**config.mk**
```make
export PLATFORM = sky130hd
export DESIGN_NAME = pmu_cmd_ctrl_flat
export DESIGN_NICKNAME = d
export VERILOG_FILES = /design/src/rtl/pmu_pkg.sv /design/src/rtl/pmu_cmd_ctrl_if.sv /design/src/rtl/pmu_cmd_fifo.sv /design/src/rtl/pmu_cmd_ctrl.sv /design/src/flat_wrapper.sv
export SDC_FILE = /design/constraint.sdc
export NUM_CORES = 1
export LEC_CHECK = 0
export BUFFER_PORTS_ARGS = -buffer_cell sky130_fd_sc_hd__buf_2
export CAP_MARGIN = 5
export CORE_ASPECT_RATIO = 0.5
export CORE_MARGIN = 2
export CORE_UTILIZATION = 51
export DETAILED_ROUTE_END_ITERATION = 8
export PLACE_DENSITY = 0.73
export RECOVER_POWER = 25
export SLEW_MARGIN = 20
export SYNTH_ARGS = -nofsm -noshare
export SYNTH_HDL_FRONTEND = slang
export SYNTH_HIERARCHICAL = 1
export SYNTH_SLANG_ARGS = --single-unit
```
**constraint.sdc**
```tcl
create_clock -name clk -period 3.05 [get_ports clk]
set_input_delay 0.61 -clock clk [delete_from_list [all_inputs] [get_ports clk]]
set_output_delay 0.61 -clock clk [all_outputs]
set_load 0.02 [all_outputs]
```
**src/rtl/pmu_pkg.sv**
```systemverilog
// Shared constants, state encoding and command helpers for the power-manager command front-end.
package pmu_pkg;

  localparam logic [2:0] MODE_PLL = 3'b000;
  localparam logic [2:0] MODE_CLK = 3'b001;
  localparam logic [2:0] MODE_FR1 = 3'b010;
  localparam logic [2:0] MODE_FR2 = 3'b011;
  localparam logic [2:0] MODE_FR3 = 3'b100;

  localparam int unsigned MASK_CLK1_BIT = 7;
  localparam int unsigned MASK_CLK2_BIT = 6;
  localparam int unsigned MASK_CLK3_BIT = 5;

  localparam logic [2:0] SHADOW1_RST = MODE_CLK;
  localparam logic [2:0] SHADOW2_RST = MODE_FR2;
  localparam logic [2:0] SHADOW3_RST = MODE_PLL;

  localparam logic [7:0] SLEEP_VECTOR = 8'hE2;

  typedef enum logic [1:0] {
    StIdle,
    StIssue,
    StSettle
  } pmu_state_e;

  function automatic logic mode_legal(input logic [2:0] mode);
    return mode <= MODE_FR3;
  endfunction

  // Reserved bits [4:3] never reach the power manager.
  function automatic logic [7:0] sanitize_cmd(input logic [7:0] cmd);
    return {cmd[7:5], 2'b00, cmd[2:0]};
  endfunction

endpackage

```
**src/rtl/pmu_cmd_ctrl_if.sv**
```systemverilog
// CPU I/O port, wake input and power-manager change/status signals of pmu_cmd_ctrl.
interface pmu_cmd_ctrl_if;

  logic       io_wr;
  logic       io_rd;
  logic [7:0] io_addr;
  logic [7:0] io_wdata;
  logic [7:0] io_rdata;
  logic       wake;
  logic       busy;
  logic       err;
  logic       change;
  logic [7:0] change_vector;

  modport master (
    output io_wr, io_rd, io_addr, io_wdata, wake,
    input  io_rdata, busy, err, change, change_vector
  );

  modport slave (
    input  io_wr, io_rd, io_addr, io_wdata, wake,
    output io_rdata, busy, err, change, change_vector
  );

endinterface

```
**src/rtl/pmu_cmd_fifo.sv**
```systemverilog
// Synchronous command FIFO with occupancy count; push when full and pop when empty are ignored.
module pmu_cmd_fifo #(
  parameter int unsigned DEPTH = 4,
  parameter int unsigned WIDTH = 8,
  localparam int unsigned PW = (DEPTH > 1) ? $clog2(DEPTH) : 1,
  localparam int unsigned CW = $clog2(DEPTH + 1)
) (
  input  logic             clk,
  input  logic             reset,
  input  logic             push,
  input  logic [WIDTH-1:0] wdata,
  input  logic             pop,
  output logic [WIDTH-1:0] rdata,
  output logic             full,
  output logic             empty,
  output logic [CW-1:0]    count
);

  logic [WIDTH-1:0] mem_q [DEPTH];
  logic [PW-1:0]    wr_ptr_q;
  logic [PW-1:0]    rd_ptr_q;
  logic [CW-1:0]    count_q;
  logic             push_ok;
  logic             pop_ok;

  assign full    = count_q == CW'(DEPTH);
  assign empty   = count_q == '0;
  assign push_ok = push && !full;
  assign pop_ok  = pop && !empty;
  assign rdata   = mem_q[rd_ptr_q];
  assign count   = count_q;

  always_ff @(posedge clk) begin
    if (!reset) begin
      wr_ptr_q <= '0;
      rd_ptr_q <= '0;
      count_q  <= '0;
    end else begin
      if (push_ok) wr_ptr_q <= wr_ptr_q + PW'(1);
      if (pop_ok)  rd_ptr_q <= rd_ptr_q + PW'(1);
      case ({push_ok, pop_ok})
        2'b10:   count_q <= count_q + CW'(1);
        2'b01:   count_q <= count_q - CW'(1);
        default: count_q <= count_q;
      endcase
    end
  end

  // Storage needs no reset: it is only read while count is non-zero.
  always_ff @(posedge clk) begin
    if (push_ok) mem_q[wr_ptr_q] <= wdata;
  end

endmodule

```
**src/rtl/pmu_cmd_ctrl.sv**
```systemverilog
// Power-manager command front-end: I/O port decode, command FIFO, issue/settle FSM, clock shadow.
// Optional auto-sleep with restore is enabled by defining PMU_AUTO_SLEEP_EN.
module pmu_cmd_ctrl
  import pmu_pkg::*;
#(
  parameter logic [7:0]  CMD_ADDR      = 8'hF0,
  parameter logic [7:0]  STAT_ADDR     = 8'hF1,
  parameter int unsigned FIFO_DEPTH    = 4,
  parameter int unsigned SETTLE_CYCLES = 16,
  parameter logic [23:0] IDLE_CYCLES   = 24'd12000000
) (
  input logic         clk,
  input logic         reset,
  pmu_cmd_ctrl_if.slave bus
);

  localparam int unsigned CW = $clog2(FIFO_DEPTH + 1);

  pmu_state_e      state_q, state_d;
  logic [7:0]      settle_q, settle_d;
  logic [7:0]      vec_q, vec_d;
  logic            change_q, change_d;
  logic            err_q, err_d;
  logic [7:0]      rdata_q, rdata_d;
  logic [2:0][2:0] shadow_q, shadow_d;

  logic            wr_cmd, rd_stat, mode_ok, mask_ok;
  logic            fifo_push, fifo_pop, fifo_full, fifo_empty;
  logic [7:0]      fifo_rdata;
  logic [CW-1:0]   fifo_count;
  logic [4:0]      count_ext;
  logic [2:0]      count_sat;
  logic            new_err, busy, sleeping;
  logic            pick_point, fifo_ok, take;
  logic            int_valid;
  logic [7:0]      int_vec, next_vec;

  assign wr_cmd    = bus.io_wr && (bus.io_addr == CMD_ADDR);
  assign rd_stat   = bus.io_rd && (bus.io_addr == STAT_ADDR);
  assign mode_ok   = mode_legal(bus.io_wdata[2:0]);
  assign mask_ok   = bus.io_wdata[7:5] != 3'b000;
  // Mode check wins over the mask check: an illegal mode always flags err.
  assign fifo_push = wr_cmd && mode_ok && mask_ok && !fifo_full;
  assign new_err   = wr_cmd && (!mode_ok || (mask_ok && fifo_full));

  pmu_cmd_fifo #(
    .DEPTH (FIFO_DEPTH),
    .WIDTH (8)
  ) u_fifo (
    .clk   (clk),
    .reset (reset),
    .push  (fifo_push),
    .wdata (sanitize_cmd(bus.io_wdata)),
    .pop   (fifo_pop),
    .rdata (fifo_rdata),
    .full  (fifo_full),
    .empty (fifo_empty),
    .count (fifo_count)
  );

  assign busy       = (state_q != StIdle) || !fifo_empty;
  assign count_ext  = 5'(fifo_count);
  assign count_sat  = (count_ext > 5'd7) ? 3'd7 : count_ext[2:0];

  // A new command may start from IDLE or on the last SETTLE cycle, so pulses are back to back.
  assign pick_point = (state_q == StIdle) || ((state_q == StSettle) && (settle_q == 8'd0));
  assign fifo_ok    = !fifo_empty && !sleeping;
  assign take       = pick_point && (int_valid || fifo_ok);
  assign fifo_pop   = pick_point && !int_valid && fifo_ok;
  assign next_vec   = int_valid ? int_vec : fifo_rdata;

  always_comb begin
    state_d  = state_q;
    settle_d = settle_q;
    vec_d    = vec_q;
    change_d = 1'b0;
    shadow_d = shadow_q;
    unique case (state_q)
      StIdle: begin
      end
      StIssue: begin
        if (vec_q[MASK_CLK1_BIT]) shadow_d[0] = vec_q[2:0];
        if (vec_q[MASK_CLK2_BIT]) shadow_d[1] = vec_q[2:0];
        if (vec_q[MASK_CLK3_BIT]) shadow_d[2] = vec_q[2:0];
        settle_d = 8'(SETTLE_CYCLES - 1);
        state_d  = StSettle;
      end
      StSettle: begin
        if (settle_q != 8'd0) settle_d = settle_q - 8'd1;
        else                  state_d  = StIdle;
      end
      default: state_d = StIdle;
    endcase
    if (take) begin
      vec_d    = next_vec;
      change_d = 1'b1;
      state_d  = StIssue;
    end
  end

  always_comb begin
    err_d = err_q;
    if (new_err)      err_d = 1'b1;
    else if (rd_stat) err_d = 1'b0;
    rdata_d = 8'h00;
    if (rd_stat) rdata_d = {busy, fifo_full, fifo_empty, err_q, sleeping, count_sat};
  end

  always_ff @(posedge clk) begin
    if (!reset) begin
      state_q  <= StIdle;
      settle_q <= 8'd0;
      vec_q    <= 8'h00;
      change_q <= 1'b0;
      err_q    <= 1'b0;
      rdata_q  <= 8'h00;
      shadow_q <= {SHADOW3_RST, SHADOW2_RST, SHADOW1_RST};
    end else begin
      state_q  <= state_d;
      settle_q <= settle_d;
      vec_q    <= vec_d;
      change_q <= change_d;
      err_q    <= err_d;
      rdata_q  <= rdata_d;
      shadow_q <= shadow_d;
    end
  end

`ifdef PMU_AUTO_SLEEP_EN
  logic [23:0]     idle_q;
  logic            sleeping_q, wake_seen_q;
  logic [1:0]      rst_idx_q;
  logic [2:0][2:0] restore_q;
  logic            activity, trigger, int_issue;

  assign activity  = bus.io_wr || bus.io_rd || bus.wake;
  // Only fires with the FSM idle and FIFO empty, so it always coincides with a pick point.
  assign trigger   = !sleeping_q && (idle_q == 24'd0) && !busy && !activity;
  assign int_valid = trigger || (sleeping_q && wake_seen_q);
  assign int_issue = pick_point && int_valid;
  assign sleeping  = sleeping_q;

  always_comb begin
    int_vec = SLEEP_VECTOR;
    if (!trigger) begin
      case (rst_idx_q)
        2'd0:    int_vec = {3'b100, 2'b00, restore_q[0]};
        2'd1:    int_vec = {3'b010, 2'b00, restore_q[1]};
        default: int_vec = {3'b001, 2'b00, restore_q[2]};
      endcase
    end
  end

  always_ff @(posedge clk) begin
    if (!reset) begin
      idle_q      <= IDLE_CYCLES;
      sleeping_q  <= 1'b0;
      wake_seen_q <= 1'b0;
      rst_idx_q   <= 2'd0;
      restore_q   <= {SHADOW3_RST, SHADOW2_RST, SHADOW1_RST};
    end else begin
      if (activity || busy)    idle_q <= IDLE_CYCLES;
      else if (idle_q != '0)   idle_q <= idle_q - 24'd1;
      if (trigger) begin
        sleeping_q  <= 1'b1;
        wake_seen_q <= 1'b0;
        rst_idx_q   <= 2'd0;
        restore_q   <= shadow_q;
      end else if (sleeping_q) begin
        if (activity) wake_seen_q <= 1'b1;
        if (int_issue) begin
          if (rst_idx_q == 2'd2) begin
            sleeping_q  <= 1'b0;
            wake_seen_q <= 1'b0;
            rst_idx_q   <= 2'd0;
          end else begin
            rst_idx_q <= rst_idx_q + 2'd1;
          end
        end
      end
    end
  end
`else
  logic unused_sleep_cfg;

  assign int_valid        = 1'b0;
  assign int_vec          = 8'h00;
  assign sleeping         = 1'b0;
  assign unused_sleep_cfg = ^{IDLE_CYCLES, bus.wake};
`endif

  assign bus.io_rdata      = rdata_q;
  assign bus.busy          = busy;
  assign bus.err           = err_q;
  assign bus.change        = change_q;
  assign bus.change_vector = vec_q;

endmodule

```
**src/flat_wrapper.sv**
```systemverilog
// flat-port wrapper written by rule: the top's interface ports become plain ports
module pmu_cmd_ctrl_flat import pmu_pkg::*;
#(
  parameter logic [7:0]  CMD_ADDR      = 8'hF0,
  parameter logic [7:0]  STAT_ADDR     = 8'hF1,
  parameter int unsigned FIFO_DEPTH    = 4,
  parameter int unsigned SETTLE_CYCLES = 16,
  parameter logic [23:0] IDLE_CYCLES   = 24'd12000000
)
  (clk, reset, bus_io_wr, bus_io_rd, bus_io_addr, bus_io_wdata, bus_wake, bus_io_rdata, bus_busy, bus_err, bus_change, bus_change_vector);
  pmu_cmd_ctrl_if bus_i ();
  input logic clk;
  input logic reset;
  input wire logic [$bits(bus_i.io_wr)-1:0] bus_io_wr;
  input wire logic [$bits(bus_i.io_rd)-1:0] bus_io_rd;
  input wire logic [$bits(bus_i.io_addr)-1:0] bus_io_addr;
  input wire logic [$bits(bus_i.io_wdata)-1:0] bus_io_wdata;
  input wire logic [$bits(bus_i.wake)-1:0] bus_wake;
  output wire logic [$bits(bus_i.io_rdata)-1:0] bus_io_rdata;
  output wire logic [$bits(bus_i.busy)-1:0] bus_busy;
  output wire logic [$bits(bus_i.err)-1:0] bus_err;
  output wire logic [$bits(bus_i.change)-1:0] bus_change;
  output wire logic [$bits(bus_i.change_vector)-1:0] bus_change_vector;
  assign bus_i.io_wr = bus_io_wr;
  assign bus_i.io_rd = bus_io_rd;
  assign bus_i.io_addr = bus_io_addr;
  assign bus_i.io_wdata = bus_io_wdata;
  assign bus_i.wake = bus_wake;
  assign bus_io_rdata = bus_i.io_rdata;
  assign bus_busy = bus_i.busy;
  assign bus_err = bus_i.err;
  assign bus_change = bus_i.change;
  assign bus_change_vector = bus_i.change_vector;
  pmu_cmd_ctrl #(.CMD_ADDR(CMD_ADDR), .STAT_ADDR(STAT_ADDR), .FIFO_DEPTH(FIFO_DEPTH), .SETTLE_CYCLES(SETTLE_CYCLES), .IDLE_CYCLES(IDLE_CYCLES)) u_core (.clk(clk), .reset(reset), .bus(bus_i));
endmodule
```
==> results.tsv <==
stage	metric	value	unit
cts	postCtsSetupBuffers	0	
place	place_hpwl	3410	µm
place	gp_congestion	0.748	
logic_synthesis	synth.avg_cell_area	12.7	µm²
pwr	ir_worst_vdd	0.279	mV
critical_path	crit_slowest_cell	or3b_2	
layout	antenna_cells	0	
timing	slew_violations	0	
timing	period_share	0.942	
logic_synthesis	synth_edf_count	32	
layout	fin_cells	349	
logic_synthesis	synth_top_family_by_area	simple AND/OR/NAND/NOR gates	
timing	relSlewSlack	0.514	
floorplanning	rows	19	
timing	skew	5.44	ps
logic_synthesis	synthXorXnorAreaFrac	0.00924	
route	drc	0	
floorplanning	coreArea	0.00542	mm²
place	io_buffers	35	
run_status	status	finished, final reports clean	
route	ant_nets	0	
critical_path	critPathLaunchType	flip-flop	
critical_path	worst_ep_required_time	3320	ps
global_routing	grt-ovfl-total	0	
route	drt_wl_total	4900	µm
layout	fin_nets	300	
global_routing	grt_pass1_vias	1720	
cts	cts-buffers-inserted	9	
logic_synthesis	ys_seq_area_frac	0.591	
timing	tightestPinTransition	723	ps
layout	fillers	418	
cts	clock_latency	340	ps
global_routing	grt_max_degree	41	
timing	min_period	2870	ps
route	drt_first_iter_violations	69	
timing	hold_viol	0	
timing	fmax	348	MHz
cts	cts_htree_levels	3	
floorplanning	die_x	110	µm
global_routing	grt_pass1_wl	8010	µm
critical_path	crit_chain	inv_1 > ha_1 > or3b_2 > o21a_4 > nor3_4 > nor2b_2 > ha_1 > inv_1 > fa_1 > xor2_1 > or3_1 > a21boi_1	
logic_synthesis	synthAdderAreaFrac	0.0378	
logic_synthesis	syn_inst	224	
logic_synthesis	synth_area_leaders	edfxtp_1 (34%), dfxtp_1 (25%), mux4_2 (6.3%)	
cts	path_clk_slew	70	ps
logic_synthesis	yosys-top-cells-count	dfxtp_1 (36), edfxtp_1 (32), nand2_1 (26)	
cts	cts_sinks	68	
logic_synthesis	synth_top_area_frac	0.338	
logic_synthesis	yosysMostFrequentCell	dfxtp_1	
hold_path	hold_path_startpoint	u_core/bus.change_vector[1]	
place	place_inst	333	
floorplanning	initial_core_util	0.525	
logic_synthesis	synth.cell_area	0.00284	mm²
cts	clk_path_buf_depth	2	
flow_run	maxCapViolCount	0	
logic_synthesis	synth.largest_area_cell	edfxtp_1	
cts	cts_tree	yes	
critical_path	arrival	3140	ps
logic_synthesis	synthMuxAreaShare	0.106	
global_routing	groute.usage.overall	0.178	
layout	drive_gt1_frac	0.217	
pwr	leakagePower	1.22	nW
route	vias_per_cell	5.20	
route	firstDrtPassIters	5	
timing	tns	0	ps
critical_path	worstSetupPathType	reg -> reg	
critical_path	worst_setup_path_end_kind	flip-flop	
pwr	power_density	531	mW/mm²
logic_synthesis	ys_ff_latch	68	
critical_path	r2r-start	u_core/settle_q[0]	
logic_synthesis	yosysUniqueCellTypes	48	
floorplanning	num_io_pins	40	
route	via_count	1816	
logic_synthesis	synth_warnings	6	
route	wl_per_cell	14.0	µm
hold_path	hold_path_class	reg -> reg	
global_routing	antenna_found_initial	0	
logic_synthesis	yosys.area_share.simple	0.147	
timing	setup_viol_count_final	0	
logic_synthesis	ys.flop_type	dfxtp_1	
critical_path	startpoint	u_core/settle_q[0]	
critical_path	cp_max_fo	6	
critical_path	max_stage_delay	470	ps
floorplanning	fp.dieH	56.8	µm
timing	grt_setup_unrepaired	false	
layout	areaGrowthSynthToFinish	16.5	%
logic_synthesis	synth-compound-area-share	0.0730	
floorplanning	dieArea	0.00623	mm²
logic_synthesis	ys_async_sr_fraction	0	
cts	clock-root-buffer	clkbuf_8	
cell families after synthesis:
| logic type | Yosys count |
|---|---|
| XOR/XNOR | 3 |
| AND/OR/NAND/NOR | 73 |
| multiplexers | 20 |
| AO/OA/AOI/OAI | 29 |
| other | 1 |
| buffers and inverters | 22 |
| flip-flops | 68 |
| adder cells (fa/ha/maj) | 8 |
report_power, final:
part | total, mW | leakage [nW] | internal (mW) | switching (mW)
logic | 0.0339 | 0.546 | 0.0113 | 0.0226
registers | 0.954 | 0.577 | 0.954 | 0.000237
clock network | 0.770 | 0.101 | 0.456 | 0.314
routing by layer:
metal,part of all wire,track usage
met1,0.47,0.219
met5,0,0
met2,0.46,0.282
met4,0.019,0.0741
met3,0.047,0.0674
path summary, 6_finish.rpt:
check / end / cells after the start / slack [ps]
min: u_core/bus.change_vector[1] / 2 / 460
max reg2reg: u_core/u_fifo/count[2] / 12 / 180
min reg2reg: u_core/bus.change_vector[1] / 2 / 460
max: u_core/u_fifo/count[2] / 12 / 180
registers in the layout, summed over array words and instances (netlist names), named ones only:
signal / count
u_core/settle_q: 8
u_core/bus.change_vector: 8
u_core/bus.err: 1
u_core/u_fifo/rd_ptr_q: 2
u_core/u_fifo/count: 3
u_core/state_q: 2
u_core/bus.io_rdata: 7
u_core/u_fifo/mem_q: 32
u_core/u_fifo/wr_ptr_q: 2
u_core/bus.change: 1
layout by cell type (no fill, tap or decap), types with 3 or more instances in the layout:
cell type and count:
a21oi_1 4, and2_1 6, and3_1 8, buf_2 26, buf_4 4, clkbuf_1 11, clkbuf_8 9, conb_1 9
dfxtp_1 36, edfxtp_1 32, ha_1 7, inv_1 10, mux2i_1 12, mux4_2 8, nand2_1 26, nand2b_1 4
nor2_1 5, nor3_1 4, o2111ai_1 3, o21ai_0 8, or3_1 4
worst max-delay path: cells and delay by family, from the launching register on:
kind | cells | cell delay (ps)
xor gates and xnor gates | 1 | 160
adders and majority gates | 3 | 700
AOI/OAI and AO/OA | 2 | 380
buffers and inverters | 2 | 150
DFF | 1 | 350
and+or+nand+nor | 4 | 1080
what timing repair did:
item | CTS | global route
endpoints found under the hold margin | 0 | 0
hold buffers | 0 | 0
gates resized for setup | 0 | 1
endpoints found under the setup margin | 0 | 1
stage by stage:
stage          worst slack [ps]  hold WS, ps   util  cell area [µm²]  total power, mW
2_1_floorplan               102          435      -             2870            0.990
5_1_grt                    25.2          482  0.611             3310             1.82
3_5_place_dp                144          446  0.575             3110             1.01
6_report                    178          459  0.611             3310             1.76
3_3_place_gp                209          442  0.575             3110             1.01
4_1_cts                     121          456  0.613             3320             1.78
final cells by class:
cell class / instances / area [µm²] / area share
Inverter: 11 / 41.3 / 0.0125
Sequential cell: 68 / 1680 / 0.508
Multi-Input combinational cell: 142 / 1100 / 0.331
Clock buffer: 11 / 131 / 0.0397
Timing Repair Buffer: 39 / 194 / 0.0585
Clock inverter: 5 / 76.3 / 0.0230
Tap cell: 73 / 91.3 / 0.0276
Power figures use the tool's default switching activity.
